[config.mk]
export PLATFORM = sky130hd
export DESIGN_NAME = fpmult
export DESIGN_NICKNAME = d
export VERILOG_FILES = /design/src/rtl/fpmult_pkg.sv /design/src/rtl/fpmult.sv
export SDC_FILE = /design/constraint.sdc
export NUM_CORES = 1
export LEC_CHECK = 0
export ABC_AREA = 1
export ABC_CLOCK_PERIOD_IN_PS = 9490
export BUFFER_PORTS_ARGS = -buffer_cell sky130_fd_sc_hd__buf_2
export CORE_MARGIN = 3
export CORE_UTILIZATION = 37
export DETAILED_ROUTE_END_ITERATION = 6
export GPL_TIMING_DRIVEN = 0
export HOLD_SLACK_MARGIN = 0.08
export SYNTH_ARGS = -nofsm -noshare
export SYNTH_HDL_FRONTEND = slang
export SYNTH_SLANG_ARGS = --single-unit
[constraint.sdc]
create_clock -name clk -period 9.49 [get_ports clk]
set_clock_uncertainty 0.15 [all_clocks]
set_input_delay 0.949 -clock clk [delete_from_list [all_inputs] [get_ports clk]]
set_output_delay 0.949 -clock clk [all_outputs]
set_load 0.03 [all_outputs]
[src/rtl/fpmult_pkg.sv]
// Shared types for the fpmult fixed-point multiplier.
package fpmult_pkg;

  typedef enum logic [1:0] {
    IDLE,
    CALC,
    DONE
  } state_t;

endpackage

[src/rtl/fpmult.sv]
// Sequential shift-add fixed-point multiplier with a valid/ready handshake on both sides.
// Optional build macro FPMULT_ROUND_EN: round half up instead of truncating when d > 0.
module fpmult
  import fpmult_pkg::*;
#(
  parameter int n    = 32,
  parameter int d    = 16,
  parameter int sign = 1
) (
  input  logic         clk,
  input  logic         reset,
  input  logic         recv_val,
  output logic         recv_rdy,
  input  logic [n-1:0] a,
  input  logic [n-1:0] b,
  output logic         send_val,
  input  logic         send_rdy,
  output logic [n-1:0] c
);

  localparam int CW  = $clog2(n + 1);
  localparam int RSH = (d > 0) ? d - 1 : 0;
`ifdef FPMULT_ROUND_EN
  localparam logic [2*n-1:0] RND = (d > 0) ? ((2*n)'(1) << RSH) : '0;
`else
  localparam logic [2*n-1:0] RND = '0;
`endif

  state_t         state, state_nxt;
  logic [CW-1:0]  cnt;
  logic [2*n-1:0] mcand;
  logic [2*n-1:0] acc;
  logic [2*n-1:0] acc_nxt;
  logic [2*n-1:0] term;
  logic [2*n-1:0] prod_rnd;
  logic [n-1:0]   mplier;
  logic           last;
  logic           unused_bits;

  // In two's complement the top multiplier bit carries negative weight, so it is subtracted.
  always_comb begin
    last     = (cnt == CW'(n - 1));
    term     = mplier[0] ? mcand : '0;
    if ((sign != 0) && last) acc_nxt = acc - term;
    else                     acc_nxt = acc + term;
    prod_rnd = acc_nxt + RND;
  end

  assign unused_bits = ^prod_rnd;

  always_comb begin
    state_nxt = state;
    recv_rdy  = (state == IDLE);
    send_val  = (state == DONE);
    case (state)
      IDLE:    if (recv_val) state_nxt = CALC;
      CALC:    if (last) state_nxt = DONE;
      DONE:    if (send_rdy) state_nxt = IDLE;
      default: state_nxt = IDLE;
    endcase
  end

  always_ff @(posedge clk or negedge reset) begin
    if (!reset) begin
      state <= IDLE;
    end else begin
      state <= state_nxt;
    end
  end

  // Datapath: operands are latched once on accept, c only changes on the final CALC edge.
  always_ff @(posedge clk or negedge reset) begin
    if (!reset) begin
      cnt    <= '0;
      acc    <= '0;
      mcand  <= '0;
      mplier <= '0;
      c      <= '0;
    end else begin
      case (state)
        IDLE: begin
          if (recv_val) begin
            cnt    <= '0;
            acc    <= '0;
            mplier <= b;
            mcand  <= (sign != 0) ? {{n{a[n-1]}}, a} : {{n{1'b0}}, a};
          end
        end
        CALC: begin
          acc    <= acc_nxt;
          mcand  <= mcand << 1;
          mplier <= mplier >> 1;
          cnt    <= cnt + CW'(1);
          if (last) c <= prod_rnd[n+d-1:d];
        end
        default: ;
      endcase
    end
  end

endmodule

Word level (Yosys, flattened, before mapping). Cells that the tools add are included.

Bitwise gates (word level): 0. $mul: 0. $lt $le $gt $ge: 0. Add/subtract/negate cells: 3. Shift-type cells: 0. Muxes and demuxes: 14. Equality and inequality tests: 6. Div/mod/pow operators: 0. Reduce and logical (&&, ||, !) cells: 5.

Operators with widths (number): two-way mux 64 bit (4); case mux 64 bit (2 select lines) (2); adder 64 bit (1); case mux 32 bit (2 select lines) (1); subtractor 64 bit (1); two-way mux 32 bit (1); case mux 6 bit (2 select lines) (1); adder 6 x 1 -> 6 bit (second input constant) (1); equality test 6 x 5 -> 1 bit (second input constant) (1); two-way mux 2 bit (3); two-way mux 6 bit (1); case mux 2 bit (3 select lines) (1); inequality test 2 bit (second input constant) (2); AND reduction 2 bit (2); AND reduction 3 bit (1); equality test 2 x 1 -> 1 bit (second input constant) (1); equality test 2 bit (second input constant) (1); logical NOT 2 bit (1); inequality test 2 x 1 -> 1 bit (second input constant) (1); nonzero test 2 bit (1).

Register bits after elaboration: 200. ROM bits: 0. Bits in writable memories: 0. Memories kept: 0. Latch bits: 0.

Longest topological paths before layout. Gate-level depths: netlist (run 1).

Word-level depth: 4. Gate-level depth with buffers: 29.

Worst setup path before layout (run 1). Ideal clock, no wire load.

Kind: reg2reg. Start point: register cnt[0]. End point: register c[5]. Cell stages (with the launch flop): 23. Required time: 9.222 ns. Arrival time: 3.025 ns. Setup time: 0.118 ns. Slack: 6.197 ns. Cell sequence: dfrtp_1 -> ha_1 -> nand2_1 -> nor2_1 -> inv_1 -> nor2_1 -> nand2_1 -> buf_2 -> buf_1 -> nand2_1 -> xor2_1 -> ha_1 -> nand2_1 -> nand2_1 -> nor2_1 -> o21ai_1 -> nand2_1 -> nand2_1 -> nand2_1 -> nand2_1 -> or2_2 -> nand3_1 -> nand2_1.

RTL lines: start: declaration (line fpmult.sv:30) `logic [CW-1:0] cnt;`; start signal: assignment (line fpmult.sv:93) `cnt <= cnt + CW'(1);`; end signal: assignment (line fpmult.sv:94) `if (last) c <= prod_rnd[n+d-1:d];`; end: declaration (line fpmult.sv:18) `output logic [n-1:0] c`.

Worst setup path in the final report (run 1).
Start point: register cnt[0]. End point: register c[17].

Longest elaborated chain between the ends: 2. Elaborated cells between the ends (all ways): 3. Those cells by class: eq/ne (1); mux (1); reduce/logical (1).

RTL lines: equality test 6 x 5 -> 1 bit * (line fpmult.sv:42) `last = (cnt == CW'(n - 1));`; two-way mux 64 bit or AND reduction 2 bit (tied branches).

Mark *: on every way between the ends. The rest lies on a longest branch, timed or not. A chain may end at the register's enable or synchronous reset.

==> metrics list, run 1 <==
- Sequential cells were found to cover 33.2% of the synthesized design area.
* Setup Crit Path Kind: flop to flop
* Family with the most delay on the worst path: simple AND/OR/NAND/NOR gates
- Maximum number of pins on one net before global-route repair: 86
- Met3 wire length: 2100 um
* Number of sinks driven by the clock tree: 168
- The first routing iteration left 854 violations.
- After synthesis, the share of flip-flops with an asynchronous set or reset is 100%.
* Total GRT Usage: 24.2%
- Cts hold-fix bufs: 0
- Once the floorplan was initialized, standard cells occupied 37.6% of the core.
- Cells with a size suffix above 1 make up 10.7% of the layout.
* Share of the cycle needed by the critical path after routing: 46.5%
- First-pass GRT wire length: 67,700 um
- Compared with the post-synthesis result, the final layout area differs by 13.5%.
- The critical path contains buffers and inverters numbering 4 combined.
* Worst max-slew margin expressed relative to the limit: 32.6%
* Hold Fails Final Rpt: 0
* Worst path cell trace: ha_1 > nand2_1 > nor2_1 > inv_1 > nor2_1 > nand2_1 > buf_2 > buf_1 > nand2_1 > xnor2_1 > ha_1 > nand2_1 > inv_1 > a21oi_1 > o21ai_0 > a21boi_0 > nand4_1 > nand3_1 > nand2_1
- Dividing the detail-routed wire length by the instance count gives 17.2 um.
* Net count after synthesis: 2,047
* CTS root buf: clkbuf_16
- Setup TNS: 0 ns
- Post-layout min period: 4.42 ns
- Final number of max-transition violations: 0
- After synthesis the netlist holds a flip-flop and latch count of 168.
- Met2 Routed Length: 18,800 um
* Area inside the core boundary: 33,600 um2
- Required time of the worst setup path: 9.67 ns
- Remaining global-route overflow: 0
- Chip width: 191 um
- In this design, the critical path's most frequently occurring cell is nand2_1.
- In this run, post-CTS repair resized a total of 0 instances.
* Average cell area after synthesis: 6.56 um2
* Setup bufs post-CTS: 0
- Via count of the first global-routing pass: 12,227
* Final setup viols: 0
* Hold WC Path Type: flop to flop
- Final routed DRC violation total: 0
* Number of distinct library cells after synthesis: 45
* Syn Inst Count: 1,929
* Achievable Freq: 0.226 GHz
- The first detailed-routing pass took 5 iterations.
* First element of the critical path: cnt[0]
- In this run the most critical hold path is launched from c[16].
- TritonCTS built the clock tree.
- Clock tree synthesis inserted a total of 17 buffers.
* Worst setup EP type: flop
* Routed length on met1: 20,700 um
* Routed Wire Length: 43,200 um
* Number of H-tree levels: 4
- In the synthesized netlist the dominant register cell turns out to be dfrtp_1.
- In the layout the commonest cells are nand2_1, inv_1, dfrtp_1.
- Setup repair after global routing missed its margin: no
- Overall via count from detail_route: 12,697
- Critical Path Max Stage Delay: 0.47 ns
- Overall die height: 191 um
- Leaving out fill and tap cells, the most frequent cell in the layout is nand2_1.
- 0 antenna diodes ended up in the layout.
- Nets@finish: 2,168
- The startpoint identified for the worst register-to-register timing path is cnt[0].
* Buffer levels on the longest clock path: 2
* Cell area after technology mapping: 12,700 um2
- For the pin with the worst max-slew slack, the measured transition is 1.01 ns.
* Startpoint kind of the worst setup timing path: flop
- Buffers added on ports: 101
* Max capacitance violation total: 0
- Clock latency at the later pin of the worst-skew pair: 0.46 ns
- Clock-pin slew of the registers on the worst-case setup and hold paths: 0.07 ns
- In this run the top signal layer used is met4.
* Remaining antenna violation count after routing: 0
- Final core utilization: 42.7%
- 102 I/O pins were placed.
- The Yosys step of the flow raised 0 warnings.
- Die Outline Area: 36,400 um2
- Among all stages on the critical path, the largest delay is contributed by buf_1.
- Counting flops with a built-in enable in the synthesized netlist gives 0.
* Antenna violations before repair: 0
- Arrival time of the worst setup path: 4.60 ns
* Site row count: 67
- At the end of routability-driven placement, the weighted congestion stood at 1.06.
- In this run the worst path has a maximum fanout of 10.
- Vias per std cell: 5.06
- Post-detailed-placement half-perimeter wirelength: 34,900 um
- Run status: complete, no violations
## worst min-delay path, cell delays in order, from the launching register on
cell,delay [ns]
dfrtp_1,0.34
nand2_1,0.05
nand2_1,0.05
## per-layer routing
layer  up-vias  global-route usage [%]
li1       6348                       -
met1      5892                    34.4
met2       387                    37.8
met3        70                    2.79
met4         0                    9.29
met5         -                       0
## synth_stat cells, types with 14 or more instances
library cell	count	area share, %
nand3_1	128	5.1
nand2_4	17	1.5
nor2_1	152	4.5
inv_1	266	7.9
clkbuf_1	26	0.77
nand2_2	23	1.1
a22oi_1	20	1.2
ha_1	49	4.8
o221ai_1	18	1.2
xor2_1	31	2.1
xnor2_1	19	1.3
dfrtp_1	168	33
nand2_1	732	22
a21oi_1	66	2.6
nor3_1	14	0.55
nand3b_1	14	0.83
nand4_1	25	1.2
o21ai_0	40	1.6
## final timing paths
path                                   to  slack (ns)  cells after the start
worst min register to register      c[16]        0.32                      2
worst min-delay path                c[16]        0.32                      2
worst max register to register      c[17]        5.07                     19
worst max-delay path                c[17]        5.07                     19
max in group asynchronous       mcand[21]        7.97                      2
min in group asynchronous            c[0]        0.33                      1
## cell type report
class,instances,area (um2)
clock inverters,15,183
inverters,271,1020
multi-input cells,1437,7150
flip-flops and latches,168,4200
clock buffers,17,425
repair buffers,102,543
fillers,3625,19300
well taps,448,561
plain buffers,53,277
## cells by family after synthesis
logic type               synth area share [%]
XOR/XNOR                                 3.46
adder cells (fa/ha/maj)                  5.00
AND/OR/NAND/NOR                          38.2
buffers and inverters                    10.2
flip-flops                               33.2
AO/OA/AOI/OAI                            9.85
## flip-flops by register name, summed over array words and instances (netlist names)
| register | flops |
|---|---|
| cnt | 6 |
| state | 2 |
| c | 32 |
| mcand | 48 |
| acc | 48 |
| mplier | 32 |
## per-stage QoR
| step | cells | cell area (um2) | hold slack [ns] | setup slack, ns |
|---|---|---|---|---|
| 4_1_cts | 2511 | 14400 | 0.330 | 5.13 |
| 2_1_floorplan | 1929 | 12700 | 0.299 | 6.20 |
| 3_5_place_dp | 2479 | 13800 | 0.311 | 5.16 |
| 3_3_place_gp | 2478 | 13700 | 0.307 | 4.38 |
| 6_report | 2511 | 14400 | 0.324 | 5.07 |
| 5_1_grt | 2511 | 14400 | 0.345 | 4.68 |
Power of run 1 is left out: the tool's default activity adds up to more than one toggle a clock period on the data nets, which glitch-free logic cannot reach.
==> run 2, diff against run 1 <==
- ABC_CLOCK_PERIOD_IN_PS: 9490 -> 4630
- clock period: 9.49 -> 4.63 ns (I/O delays scaled with it)
==> run 2 against run 1 <==
Against the previous run: largest cell class unchanged; sequential share of layout area decreased by 0.95 points; first-iteration DRC count increased by 13%; utilization is 1.4 points higher; non-clock buffer count grew 47; die area unchanged; critical path depth did not move; sequential cell count stayed put; setup slack lost 4.7 ns; design area rose by 3.3%; final cell count grew 1.9%.
==> metrics list, run 2 (synthesis gave the netlist of run 1 again) <==
* TritonCTS buffer count: 17 (unchanged)
- The met1 demand-to-capacity share in global routing was 34.6% (+0.21 points).
- The share of final-layout standard cells stronger than drive strength 1 came to 10.6% (-0.096 points).
* Clock latency at the later pin of the worst-skew pair: 0.47 ns (about the same)
- Worst path cell trace: ha_1 > nand2_1 > nor2_1 > inv_1 > nor2_1 > nand2_1 > buf_2 > clkbuf_2 > nand2_1 > xnor2_1 > ha_1 > nand2_1 > inv_1 > a21oi_1 > o21ai_0 > a21boi_0 > nand4_1 > nand3_1 > nand2_1
* Area inside the core boundary: 33,600 um2 (unchanged)
- Top fanout value on the critical path: 10 (unchanged)
- The number of hold violations in the final report came to 0 (unchanged).
- Synthesis-to-finish area growth: 17.3%
* Remaining global-route overflow: 0 (unchanged)
- Actual slew at the worst max-slew pin: 0.990 ns (-0.0169 ns)
- Setup bufs post-CTS: 0 (unchanged)
- Worst setup EP type: flop
- The die area was 36,400 um2 (unchanged).
- The final number of max-transition violations is 0 (unchanged).
- Min-Delay Endpoint: mcand[1]
- Achievable Freq: 0.236 GHz (+4.2%)
* First-pass GRT wire length: 68,600 um (+1.3%)
- In this run the most used layer during global routing was met2.
* Share of the cycle needed by the critical path after routing: 91.5% (+45 points)
* Chip width: 191 um (unchanged)
* Routed Wire Length: 43,800 um (+1.4%)
- The number of buffers and inverters on the critical path is 4 (unchanged).
- The cell total after placement was 2,479 (unchanged).
- Number of standard cells in the layout, taps in and fillers out: 2,558 (+1.9%)
- Overall via count from detail_route: 12,894 (+1.6%)
- Leaving out fill and tap cells, the most frequent cells in the layout are nand2_1, inv_1, dfrtp_1.
- In this run the critical register-to-register path is captured at c[17].
- In this run the worst hold path is classified as primary input to flop.
- The antenna cell count came to 0 (unchanged).
* Final worst slack: 0.394 ns (-4.68 ns)
- The met3 usage in global routing came to 2.71% (-0.073 points).
- The maximum clock path buffer count was 2 (unchanged).
* Buffers added on ports: 101 (unchanged)
- The global routing met2 resource utilization is 38.6% (+0.74 points).
- Number of H-tree levels: 4 (unchanged)
* Startpoint of the worst hold path: a[1]
- Number of cells traversed by the worst hold path: 3 (+1)
- The clock period minus worst slack came to 4.24 ns (-0.179 ns).
- The starting DRC count in detailed routing was 963 (+13%).
- The peak per-stage delay on the critical path is 0.43 ns (-0.04 ns).
- The starting density of the core came to 37.6% (unchanged).
- Post-detailed-placement half-perimeter wirelength: 34,900 um (unchanged)
- Weighted congestion at the end of routability-driven global placement: 1.06 (unchanged)
- Maximum number of pins on one net before global-route repair: 86 (unchanged)
- Clock-pin slew of the registers on the worst-case setup and hold paths: 0.07 ns (about the same)
- Vias per std cell: 5.04 (-0.31%)
- Cell seen most often among critical-path stages: nand2_1
* Filler instances: 3,565 (-1.7%)
* Run status: complete, no violations
- The setup slack after placement is 0.296 ns (-4.86 ns).
- Setup repair after global routing missed its margin: no
- The slowest stage of the critical path is the xnor2_1 cell.
* Cells on worst reg2reg path: 19 (unchanged)
- The worst setup path is launched from a flop.
- The cell area after layout was 14,800 um2 (+3.3%).
- The sink count of the clock tree is 168 (unchanged).
- Setup TNS: 0 ns (unchanged)
* Final routed DRC violation total: 0 (unchanged)
* Startpoint of the most critical register-to-register path: cnt[0]
- Arrival time of the worst setup path: 4.42 ns (-0.18 ns)
* Setup Crit Path Kind: flop to flop
* Total GRT Usage: 24.5% (+0.27 points)
- The register-to-register path setup slack was 0.39 ns (-4.68 ns).
- Antenna violations before repair: 0 (unchanged)
* Worst max-slew margin expressed relative to the limit: 33.7% (+1.1 points)
* Remaining antenna violation count after routing: 0 (unchanged)
* Overall die height: 191 um (unchanged)
- Clock tree from TritonCTS: built
* Nets@finish: 2,215 (+2.2%)
- Io pins: 102 (unchanged)
- On the critical path the largest part of the delay comes from simple AND/OR/NAND/NOR gates.
- Most common library cell in the layout ignoring fill and taps: nand2_1
* Site row count: 67 (unchanged)
* Length of the first detailed-routing pass in iterations: 5 (unchanged)
- Required time of the worst setup path: 4.81 ns (-4.86 ns)
- Routed length per instance: 17.1 um (-0.49%)
- In the final layout, the registers with the most flip-flops are acc x48, mcand x48.
* Max capacitance violation total: 0 (unchanged)
* Placed standard-cell area: 13,800 um2 (unchanged)
* Final setup viols: 0 (unchanged)
- CTS root buf: clkbuf_16
- Via count of the first global-routing pass: 12,427 (+1.6%)
[run 2: final cells by class]
| class | instances | area (um2) | area share [%] |
|---|---|---|---|
| Multi-Input combinational cell | 1437 | 7160 | 48.2 |
| Tap cell | 448 | 561 | 3.78 |
| Buffer | 53 | 279 | 1.88 |
| Clock inverter | 15 | 183 | 1.23 |
| Inverter | 271 | 1020 | 6.85 |
| Clock buffer | 17 | 425 | 2.87 |
| Timing Repair Buffer | 149 | 1010 | 6.83 |
| Sequential cell | 168 | 4200 | 28.3 |
[run 2: worst min-delay path, stage by stage]
cell     delay (ns)
buf_2          0.09
a22oi_1        0.05
o21ai_1        0.07
[run 2: worst max path at each step]
stage,from,endpoint,slack [ns],depth (start not counted)
after CTS,cnt[0],c[17],0.27,19
after floorplan,cnt[0],c[5],1.34,22
after global routing,cnt[0],c[17],0.01,19
after global placement,reset,mcand[30],0.001,1
final,cnt[0],c[17],0.39,19
after detailed placement,cnt[0],acc[22],0.30,22
[run 2: per-layer routing]
layer  wire length [um]  vias up
met2              19300      352
li1                   -     6440
met4               1530        0
met1              21100     6036
met5                  0        -
met3               1840       66
[run 2: stage by stage]
stage	utilization, %	hold slack (ns)
finish	44.2	0.0973
global route	44.2	0.102
CTS	44.1	0.0805
detailed placement	40.9	0.311
global placement	40.8	0.307
floorplan	-	0.0174
[run 2: repair_timing]
action	CTS	global route
hold buffers	47	0
setup endpoints to repair	0	15
endpoints found under the hold margin	130	0
resized for setup	0	4
Power of run 2 is left out for the same reason.
==> run 3, diff against run 2 <==
- ABC_AREA: 1 -> not set
- ABC_CLOCK_PERIOD_IN_PS: 4630 -> 4019
- SETUP_SLACK_MARGIN: not set -> 0.1
- clock period: 4.63 -> 4.02 ns (I/O delays scaled with it)
==> run 3 against run 2 <==
Against the previous run: highest routed layer unchanged; maximum frequency shrank 8.0%; clock-buffer cell count is the same; synthesized area shrank 9.6%; the flow now finishes with violations (negative setup slack); via count shrank 11%; setup slack lost 0.98 ns; global-route usage shrank 1.1 points; die area shrank 9.3%; utilization grew 7.0 points; sequential share of layout area shrank 0.92 points; critical path depth shrank 1.
==> metrics list, run 3 <==
* Number of cells traversed by the worst hold path: 3 (unchanged)
- Main combinational cell family by area after synthesis: compound AO/OA/AOI/OAI gates
- The core outline area came to 30,000 um2 (-11%).
- The xor-xnor portion of the synthesized cell area is 5.59% (+2.1 points).
- The floorplan die height came to 182 um (-4.7%).
- Area share of the largest cell type after synthesis: 36.7% (+3.5 points)
* Worst hold-check slack: 0.0856 ns (-0.0117 ns)
- Post-layout min period: 4.60 ns (+0.366 ns)
* Total GRT Usage: 23.3% (-1.1 points)
* Setup Crit Path Kind: flop to flop
- Buffer levels on the longest clock path: 2 (unchanged)
- STA classifies the critical path endpoint as a flop.
- The final reports fail on negative setup slack.
* Fraction of layout cells with a size suffix above 1: 29.6% (+19 points)
- The setup slack after placement came to -1.23 ns (-1.53 ns).
* Hold WC Path Type: primary input to flop
- Number of violations reported at the end of detailed-routing iteration 0: 1,026 (+6.5%)
- Warnings, synthesis: 0 (unchanged)
- The run finished, with violations left.
* Proportion of synthesized chip area in sequential cells: 36.7% (+3.5 points)
- The largest registers in the layout are acc x48, mcand x48.
- dfrtp_1 takes more of the synthesized area than any other cell.
- Cell area after technology mapping: 11,400 um2 (-9.6%)
* Number of sinks driven by the clock tree: 168 (unchanged)
- Proportion of synthesized area in mux cells: 1.18% (+1.2 points)
- Site row count: 63 (-6.0%)
- The detailed-routing iteration count for the pre-antenna-repair pass came to 6 (+1).
- TritonCTS buffer count: 17 (unchanged)
- The setup violation total in the final timing report came to 62 (+62).
- The number of distinct library cells after synthesis came to 72 (+60%).
- Clock latency at the later pin of the worst-skew pair: 0.45 ns (-0.02 ns)
- The final number of max-transition violations is 0 (unchanged).
* Cells taking the most area after synthesis: dfrtp_1, o21ai_0, nand2_1
- Final worst slack: -0.583 ns (-0.976 ns)
- Commonest non-fill, non-tap cells in the layout: dfrtp_1, nand2_1, buf_2
- Average cell area after synthesis: 8.52 um2 (+30%)
- Overall via count from detail_route: 11,496 (-11%)
* Top fanout value on the critical path: 6 (-4)
- The final weighted congestion in routability-driven placement is 0.939 (-11%).
- Cells on worst reg2reg path: 18 (-1)
- The count of buffers inserted at the top-level ports is 101 (unchanged).
- The relative slew slack is 27.3% (-6.4 points).
* Cell with the most instances after synthesis: nand2_1
- The clock-pin transition on the worst setup and hold timing paths came to 0.08 ns (about the same).
* Fraction of the mapped netlist area in adder cells: 5.53% (+0.53 points)
- The average vias per placed instance is 5.89 (+17%).
- The wire length reported by the detailed router came to 39,700 um (-9.3%).
- The number of maximum-capacitance violations was 0 (unchanged).
- Syn Inst Count: 1,343 (-30%)
* First-pass GRT wire length: 62,100 um (-9.4%)
- Setup repair after global routing missed its margin: yes
- Hold Fails Final Rpt: 0 (unchanged)
* Via count of the first global-routing pass: 11,215 (-9.8%)
* Complex-gate fraction of the synthesized area: 28.3% (+18 points)
- Leaving out fill and tap cells, the most frequent cell in the layout is dfrtp_1.
* Filler instances: 2,741 (-23%)
* Synth cell count leaders: nand2_1, dfrtp_1, o21ai_0, a21oi_1, clkbuf_1
- Number of flops mapped to enable cells by yosys: 0 (unchanged)
- The fraction of synthesis flops using an asynchronous set or reset pin came to 100% (unchanged).
- The data arrival time of the critical path is 4.83 ns (+0.41 ns).
- Relative to the synthesized area, the layout overhead comes to 34.3%.
- Io pins: 102 (unchanged)
- STA classifies the critical path startpoint as a flop.
* Net count after synthesis: 1,461 (-29%)
- Routed length per instance: 20.3 um (+19%)
- Remaining global-route overflow: 0 (unchanged)
- Actual slew at the worst max-slew pin: 1.09 ns (+0.0997 ns)
- Remaining antenna violation count after routing: 0 (unchanged)
- The most used flip-flop cell after synthesis is dfrtp_1.
- Final routed DRC violation total: 0 (unchanged)
- The starting density of the core is 38.1% (+0.47 points).
- Maximum number of pins on one net before global-route repair: 91 (+5.8%)
* Antenna diode instance count: 0 (unchanged)
- Antenna violations before repair: 0 (unchanged)
* Final core utilization: 51.2% (+7.0 points)
- The die area came to 33,100 um2 (-9.3%).
- Total of flip-flops plus latches after synthesis: 168 (unchanged)
- Post-detailed-placement half-perimeter wirelength: 27,500 um (-21%)
- The H-tree depth is 4 (unchanged).
- The die extent in x is 182 um (-4.7%).
* Achievable Freq: 0.217 GHz (-8.0%)
- Setup TNS: -21.71 ns (-21.71 ns)
- The share of the cycle needed by the critical path after routing is 114% (+23 points).
- CTS root buf: clkbuf_16
* Required time of the worst setup path: 4.25 ns (-0.56 ns)
- Nets@finish: 1,668 (-25%)
- TritonCTS built the clock tree.
- The post-synthesis simple-gate area fraction came to 18.2% (-20 points).
run 3: cell count changes in the layout (fill, tap and decap cells not counted), sizes merged, moves of 44 or more:
cell / previous run / this run
nor2: 167 / 60
dlygate4sd3: 47 / 3
buf: 128 / 209
nand2: 772 / 172
inv: 275 / 29
o21ai: 54 / 135
clkbuf: 44 / 102
nand3: 129 / 26
run 3: logic make-up after synthesis:
| family | count (synthesis) |
|---|---|
| adder cells (fa/ha/maj) | 50 |
| multiplexers | 12 |
| buffers and inverters | 132 |
| AO/OA/AOI/OAI | 486 |
| AND/OR/NAND/NOR | 422 |
| flip-flops | 168 |
| XOR/XNOR | 73 |
run 3: per-stage QoR:
stage                     cells  instance area (um2)
after global placement     1834                12700
final                      1952                15400
after floorplan            1343                11700
after CTS                  1939                14700
after global routing       1952                15400
after detailed placement   1835                12800
run 3: final cells by class:
cell class	instances	area [um2]	area share, %
multi-input cells	1043	8030	52.3
flip-flops and latches	168	4210	27.4
repair buffers	200	1390	9.05
plain buffers	97	546	3.55
well taps	390	488	3.18
clock buffers	17	425	2.77
clock inverters	14	183	1.19
inverters	23	87.6	0.570
run 3: worst max-delay path: stages, from the launching register on:
cell and delay (ns):
dfrtp_2 0.42, or4_4 0.53, buf_6 0.15, nor3_4 0.14, nand4b_1 0.15, buf_6 0.16, nor3_4 0.23, a31oi_1 0.15
xor2_1 0.16, nand2_1 0.17, ha_4 0.33, a21oi_1 0.21, o21a_1 0.17, o21bai_1 0.10, a211oi_2 0.25, o21bai_2 0.11
or3_1 0.40, o211ai_1 0.32, a32o_1 0.23
run 3: final timing paths:
path,slack [ns],from,to
max,-0.58,mcand[2],acc[40]
max in group asynchronous,2.41,reset,mcand[10]
min,0.09,b[11],mplier[11]
max reg2reg,-0.58,mcand[2],acc[40]
min in group asynchronous,0.39,reset,c[21]
min reg2reg,0.32,c[14],c[14]
run 3: metal layers:
metal / vias up / global-route usage [%] / part of all wire [%]
met3: 81 / 3.85 / 5.8
met1: 5633 / 32.1 / 45
met5: - / 0 / 0
met2: 376 / 37.4 / 46
met4: 0 / 7.71 / 2.8
li1: 5406 / - / -
run 3: timing repair:
item / 4_1_cts / 5_1_grt
cloned: 1 / 0
hold endpoints to repair: 80 / 0
gates resized for setup: 172 / 123
hold buffers: 3 / 0
endpoints found under the setup margin: 72 / 70
pin swaps: 82 / 91
setup buffers: 75 / 21
Power of run 3 is left out for the same reason.
